**config.mk**
```make
export PLATFORM = sky130hd
export DESIGN_NAME = priority_arbiter_n
export DESIGN_NICKNAME = d
export VERILOG_FILES = /design/src/rtl/arb_pkg.sv /design/src/rtl/prio_enc_core.sv /design/src/rtl/priority_arbiter_n.sv
export SDC_FILE = /design/constraint.sdc
export NUM_CORES = 1
export LEC_CHECK = 0
export CAP_MARGIN = 20
export CORE_MARGIN = 2
export CORE_UTILIZATION = 51
export CTS_CLUSTER_SIZE = 24
export DETAILED_ROUTE_END_ITERATION = 8
export PLACE_DENSITY = 0.9
export REMOVE_ABC_BUFFERS = 1
export SKIP_LAST_GASP = 1
export SYNTH_ARGS = -nofsm -noshare
export SYNTH_HDL_FRONTEND = slang
export SYNTH_SLANG_ARGS = --single-unit
```
**constraint.sdc**
```tcl
create_clock -name clk -period 3.2 [get_ports clk]
set_clock_uncertainty 0.05 [all_clocks]
set_input_delay 0.64 -clock clk [delete_from_list [all_inputs] [get_ports clk]]
set_output_delay 0.64 -clock clk [all_outputs]
set_load 0.03 [all_outputs]
```
**src/rtl/arb_pkg.sv**
```systemverilog
// Shared types and helpers for the N-way priority arbiter.
// Holds the FSM state enum, a clog2 and the pointer wrap-decrement.
package arb_pkg;

  typedef enum logic {
    S_IDLE  = 1'b0,
    S_GRANT = 1'b1
  } arb_state_e;

  function automatic int clog2(input int n);
    int r;
    r = 0;
    for (int i = 0; i < 7; i++) begin
      if ((1 << i) < n) r = i + 1;
    end
    return r;
  endfunction

  function automatic int wrap_dec(input int k, input int n);
    return (k == 0) ? n - 1 : k - 1;
  endfunction

endpackage

```
**src/rtl/prio_enc_core.sv**
```systemverilog
// Combinational N-to-W encoder: index of the highest set bit.
// o_any flags that at least one input bit is set.
module prio_enc_core #(
  parameter int N = 8,
  parameter int W = 3
) (
  input  logic [N-1:0] i_req,
  output logic [W-1:0] o_idx,
  output logic         o_any
);

  always_comb begin
    o_idx = '0;
    o_any = |i_req;
    for (int i = 0; i < N; i++) begin
      if (i_req[i]) o_idx = W'(i);
    end
  end

endmodule

```
**src/rtl/priority_arbiter_n.sv**
```systemverilog
// N-way arbiter, fixed or round-robin priority, held grants.
// One idle cycle always separates consecutive grants.
module priority_arbiter_n
  import arb_pkg::*;
#(
  parameter int N = 8,
  parameter int W = clog2(N)
) (
  input  logic         clk,
  input  logic         rst,
  input  logic [N-1:0] req_in,
  input  logic         mode_rr,
  input  logic         release_in,
  output logic         grant_valid,
  output logic [W-1:0] grant_idx,
  output logic [N-1:0] grant_onehot,
  output logic         none_flag
);

  arb_state_e r_state;
  arb_state_e w_nxt_state;
  logic         r_valid;
  logic         w_nxt_valid;
  logic [W-1:0] r_idx;
  logic [W-1:0] w_nxt_idx;
  logic [N-1:0] r_oh;
  logic [N-1:0] w_nxt_oh;
  logic [W-1:0] r_ptr;
  logic [W-1:0] w_nxt_ptr;
  logic         r_none;

  logic [N-1:0] w_mask;
  logic [N-1:0] w_req_m;
  logic [W-1:0] w_m_idx;
  logic         w_m_any;
  logic [W-1:0] w_u_idx;
  logic         w_u_any;
  logic [W-1:0] w_win;
  logic [N-1:0] w_win_oh;
  logic         w_hold;

  always_comb begin
    w_mask = '0;
    for (int i = 0; i < N; i++) begin
      w_mask[i] = (i <= int'(r_ptr));
    end
  end

  assign w_req_m = req_in & w_mask;

  prio_enc_core #(.N(N), .W(W)) u_enc_m (
    .i_req (w_req_m),
    .o_idx (w_m_idx),
    .o_any (w_m_any)
  );

  prio_enc_core #(.N(N), .W(W)) u_enc_u (
    .i_req (req_in),
    .o_idx (w_u_idx),
    .o_any (w_u_any)
  );

  // Masked search wins in RR so the order wraps below P.
  assign w_win  = (mode_rr && w_m_any) ? w_m_idx : w_u_idx;
  assign w_hold = |(req_in & r_oh);

  always_comb begin
    w_win_oh = '0;
    w_win_oh[w_win] = 1'b1;
  end

  always_comb begin
    w_nxt_state = r_state;
    w_nxt_valid = r_valid;
    w_nxt_idx   = r_idx;
    w_nxt_oh    = r_oh;
    w_nxt_ptr   = r_ptr;
    unique case (r_state)
      S_IDLE: begin
        if (w_u_any) begin
          w_nxt_state = S_GRANT;
          w_nxt_valid = 1'b1;
          w_nxt_idx   = w_win;
          w_nxt_oh    = w_win_oh;
          w_nxt_ptr   = W'(wrap_dec(int'(w_win), N));
        end else begin
          w_nxt_valid = 1'b0;
          w_nxt_oh    = '0;
        end
      end
      S_GRANT: begin
        if (release_in || !w_hold) begin
          w_nxt_state = S_IDLE;
          w_nxt_valid = 1'b0;
          w_nxt_oh    = '0;
        end
      end
      default: begin
        w_nxt_state = S_IDLE;
        w_nxt_valid = 1'b0;
        w_nxt_oh    = '0;
      end
    endcase
  end

  always_ff @(posedge clk) begin
    if (rst) begin
      r_state <= S_IDLE;
      r_valid <= 1'b0;
      r_idx   <= '0;
      r_oh    <= '0;
      r_ptr   <= W'(N - 1);
      r_none  <= 1'b1;
    end else begin
      r_state <= w_nxt_state;
      r_valid <= w_nxt_valid;
      r_idx   <= w_nxt_idx;
      r_oh    <= w_nxt_oh;
      r_ptr   <= w_nxt_ptr;
      r_none  <= ~|req_in;
    end
  end

  assign grant_valid  = r_valid;
  assign grant_idx    = r_idx;
  assign grant_onehot = r_oh;
  assign none_flag    = r_none;

endmodule

```
Word-level counts from Yosys, hierarchy flattened:

Cells that the tools add are included.

* register bits after elaboration: 17
* input port bits: 12
* logic and storage cells: 56

* add/sub/neg operators: 1
* magnitude comparators: 9
* equality and inequality tests: 1
* multiplexer cells: 26
* bitwise logic cells: 3
* reductions and logical operators: 10

Operators by type and width (number)
* 3-bit 2-to-1 mux: 10
* 8-bit OR reduction: 3
* 8-bit bitwise AND: 2
* 8-bit 2-to-1 mux: 2
* 8-bit case mux with 2 select lines: 1
* 3-bit <= comparator, first input constant: 4
* 2-bit 2-to-1 mux: 4
* 2-bit by 3-bit <= comparator with 1-bit output, first input constant: 2
* 1-bit 2-to-1 mux: 6
* 3-bit by 4-bit less-than comparator with 1-bit output, second input constant: 1
* 1-bit case mux with 2 select lines: 2
* 1-bit demux with 3-bit select: 1
* 3-bit by 1-bit greater-or-equal comparator with 1-bit output, second input constant: 1
* 1-bit by 3-bit <= comparator with 1-bit output, first input constant: 1
* 3-bit logical NOT: 1
* 3-bit by 1-bit subtractor with 3-bit output, second input constant: 1
* 1-bit logical AND: 2
* 1-bit logical NOT: 2
* 2-bit by 1-bit != test with 1-bit output, second input constant: 1
* 2-bit AND reduction: 1
* 1-bit logical OR: 1
* 1-bit inverter: 1

Longest topological paths before layout:

* depth after elaboration: 16
* depth in mapped cells: 9

Modules after synthesis:

From an unflattened synthesis, not the netlist that was laid out.

* cell total of the unflattened synthesis: 120
* area, all modules: 1001.0 µm²

By module, submodules not included
* priority_arbiter_n: instances 1, cells each 96, area an instance 868.3 µm², sequential area each 340.3 µm²
* prio_enc_core: instances 2, cells each 12, area an instance 66.3 µm², sequential area each 0.0 µm²

Worst setup path before layout:

OpenSTA, ideal clock, no wires.

* kind: input port to flip-flop
* start: input req_in[2]
* end: register r_ptr[2]
* setup time: 0.074 ns
* arrival time: 2.166 ns
* setup slack: 0.910 ns
* stages: 8
* path buffers: 0
* cell sequence: o21a_1 > o22ai_1 > o21ai_0 > a22oi_1 > ha_1 > nor2_1 > mux2_2 > o21ai_0

* word-level cells in the longest chain between the ends: 10

Ends and longest elaborated chain
* from (decl): RTL line priority_arbiter_n.sv:11 `input logic [N-1:0] req_in,`
* 8-bit bitwise AND: RTL line priority_arbiter_n.sv:49 `assign w_req_m = req_in & w_mask;`
* 2-bit 2-to-1 mux (2 in a row): RTL line prio_enc_core.sv:16 `if (i_req[i]) o_idx = W'(i);`
* 3-bit 2-to-1 mux (4 in a row): RTL line prio_enc_core.sv:16
* 3-bit 2-to-1 mux: RTL line priority_arbiter_n.sv:64 `assign w_win = (mode_rr && w_m_any) ? w_m_idx : w_u_idx;`
* 3-bit by 1-bit subtractor with 3-bit output / 3-bit logical NOT (equally long branches): RTL line arb_pkg.sv:20 `return (k == 0) ? n - 1 : k - 1;`
* 3-bit 2-to-1 mux: RTL line arb_pkg.sv:20
* to (signal assigned): RTL line priority_arbiter_n.sv:112 `r_ptr <= W'(N - 1);`
* to (signal assigned): RTL line priority_arbiter_n.sv:119 `r_ptr <= w_nxt_ptr;`
* to (decl): RTL line priority_arbiter_n.sv:28 `logic [W-1:0] r_ptr;`

Parallel ways exist; a longest one is shown, timed or not.
A chain may end at the register's enable or synchronous reset.

Worst setup path after layout:

Ends and elaborated chain as after synthesis.

==> run_results.csv <==
group,metric,value,unit
outcome,status,"finished clean",
setup_path,worst_setup_path_start_kind,"primary input",
grt,grt_max_degree,12,
clock_network,clk_latency,290,ps
setup_path,endpoint,"r_ptr[2]",
grt,grt_overflow,0,
route,wirelength,2307,µm
grt,grt_pass1_wl,3712,µm
timing,clock.fmax,383.5,MHz
cells_and_area,fillers,143,
die,die_x,47.91,µm
grt,use_met2,38.13,%
die,dieArea,2295,µm²
grt,met3_usage,3.396,%
synth,ys_async_sr_fraction,0,%
cells_and_area,drive_gt1_share,10.61,%
worst_hold_path,hold_path.class,"register to register",
timing,setup_ws,592.3,ps
cells_and_area,layout_commonest_cell,"clkdlybuf4s50_1",
place,numPortBuffers,24,
die,ios,25,
synth,yosys_register_bits,17,
route,first_pass_iters,7,
synth,synth_top_flop_cell,"dfxtp_1",
setup_path,required,3360,ps
clock_network,cts-htree-levels,1,
synth,seq_area_frac_synth,34.61,%
clock_network,holdBufCountCts,0,
synth,synth.avg_cell_area,9.191,µm²
route,drcViolationCount,0,
die,initial_utilization,55.74,%
grt,antenna_found_initial,0,
place,dp_slack,295.2,ps
setup_path,r2r_start,"r_ptr[1]",
cells_and_area,layout_common_cells,"24 x clkdlybuf4s50_1, 17 x dfxtp_1, 9 x nor2_1",
grt,grt_busiest_layer,"met2",
route,ant_nets,0,
timing,drv_slew,0,
synth,syn_inst,107,
setup_path,rrSetupSlack,980,ps
route,via_per_inst,6.032,
timing,finalCritPeriodShare,81.49,%
clock_network,postCtsResizedCells,0,
clock_network,clockBufferDepth,2,
timing,slew_headroom,64.05,%
synth,synth_warnings,0,
clock_network,cts_buffers,3,
place,place.gp.congestion,0.9079,
setup_path,worstReg2RegEnd,"r_ptr[2]",
clock_network,postCtsSetupBuffers,0,
timing,min_period,2608,ps
grt,gr-usage-met1,30.89,%
setup_path,worstSetupStartpoint,"req_in[2]",
setup_path,worst_r2r_path_depth,8,
timing,finalHoldViolations,0,
clock_network,cts-root-buf,"clkbuf_4",
place,dp_hpwl,1710,µm
setup_path,cp.arrival,2770,ps
grt,grt_usage,23.27,%
synth,syn_area,983.4,µm²
setup_path,endpoint_kind,"register",
cells_and_area,area_growth,27.99,%
power,leakage,0.4680,nW
route,num_vias,947,
die,core_area,1764,µm²
power,ir_drop,0.2750,mV
clock_network,cts.clk_slew.worst_paths,90,ps
die,fp.dieH,47.91,µm
die,fp-row-count,15,
setup_path,path_max_fanout,6,
synth,synth_cell_types,39,
run,maxCapViolCount,0,
route,post_drt_wl_per_cell,14.69,µm
grt,grt_pass1_vias,852,
synth,synth_enable_flop_cells,0,
setup_path,worst-setup-path-type,"primary input to register",
timing,fin_tns_setup,0,ps
timing,rsz0062_at_grt,"false",
worst_hold_path,hold_depth,1,
clock_network,cts_tree,"done",
cells_and_area,diodes,0,
power,p_per_area,432.6,nW/µm²
route,drt_iter0_drc,19,
timing,worst_slew_pin_slew,537.2,ps
timing,setup-violations-final,0,
cells_and_area,nNetsFinal,147,
clock_network,cts_sinks,17,
## cell usage after synthesis, types with 2 or more instances
library cell  count  area (µm²)
nand4_1           2       12.51
buf_6             2       22.52
o21ai_0           5       25.02
a22oi_1           5       37.54
o31ai_1           3       22.52
a22o_1            6       52.55
buf_2             3       15.01
o21a_1            4       30.03
nand2_1           6       22.52
and2_1            2       12.51
nor4_1            2       12.51
a21oi_1           6       30.03
dfxtp_1          17       340.3
nor2b_1           4       25.02
a211oi_1          2       15.01
nor2_1            9       33.78
a32o_1            2       20.02
nand2b_1          2       12.51
ha_1              2       25.02
a21o_1            2       15.01
inv_1             3       11.26
## where the power goes
part	internal, W	switching, W	total (W)	leakage (nW)
sequential	0.000229	0.0000226	0.000252	0.140
clock	0.0000485	0.0000637	0.000112	0.0150
combinational	0.0000835	0.0000970	0.000181	0.313
total	0.000361	0.000183	0.000545	0.468
## layout make-up
type	count	area, µm²	share of cell area (%)
Clock buffer	4	26.28	2.087
Multi-Input combinational cell	82	594.3	47.22
Inverter	3	11.26	0.8946
Sequential cell	17	340.3	27.04
Timing Repair Buffer	26	255.2	20.28
Tap cell	25	31.28	2.485
## stage by stage
step / hold slack (ps) / cells / power (W) / util, % / cell area [µm²]
after floorplan: 455.9 / 102 / 0.0003642 / - / 945.9
after global placement: 401.4 / 153 / 0.0004316 / 69.86 / 1232
after detailed placement: 442.3 / 153 / 0.0004357 / 69.86 / 1232
after CTS: 468.6 / 157 / 0.0005459 / 71.35 / 1259
after global routing: 479.7 / 157 / 0.0005755 / 71.35 / 1259
final: 454.6 / 157 / 0.0005445 / 71.35 / 1259
## worst max-delay path, cell delays in order
cell and delay (ps):
clkdlybuf4s50_1 500, o21a_1 210, o22ai_1 300, o21ai_0 130
a22oi_1 320, ha_1 230, nor2_1 50, mux2_2 250
o21ai_0 150
## worst min-delay path by stage
stage,end,start
floorplan,r_state,r_state
global placement,grant_valid,grant_valid
detailed placement,grant_valid,grant_valid
CTS,grant_valid,grant_valid
global route,grant_valid,grant_valid
finish,grant_valid,grant_valid
## per-layer routing
metal	wire [µm]	vias to the layer above	part of all wire, %
met4	23	0	1.0
met1	1064	450	46
met3	132	4	5.7
met5	0	-	0
met2	1086	28	47
li1	-	465	-
## kinds of logic (layout without fill, tap and decap cells)
family,after synthesis,count (layout),share of synthesized area [%]
adders and majority gates,2,2,2.544
muxes,1,1,1.145
DFF,17,17,34.61
AOI/OAI and AO/OA,45,45,36.52
and+or+nand+nor,34,34,20.23
buffers and inverters,8,33,4.961
## registers in the layout, indices dropped and copies added (netlist names)
| name | flops |
|---|---|
| none_flag | 1 |
| grant_idx | 3 |
| grant_valid | 1 |
| grant_onehot | 8 |
| r_ptr | 3 |
| r_state | 1 |
(Power assumes the default switching activity.)
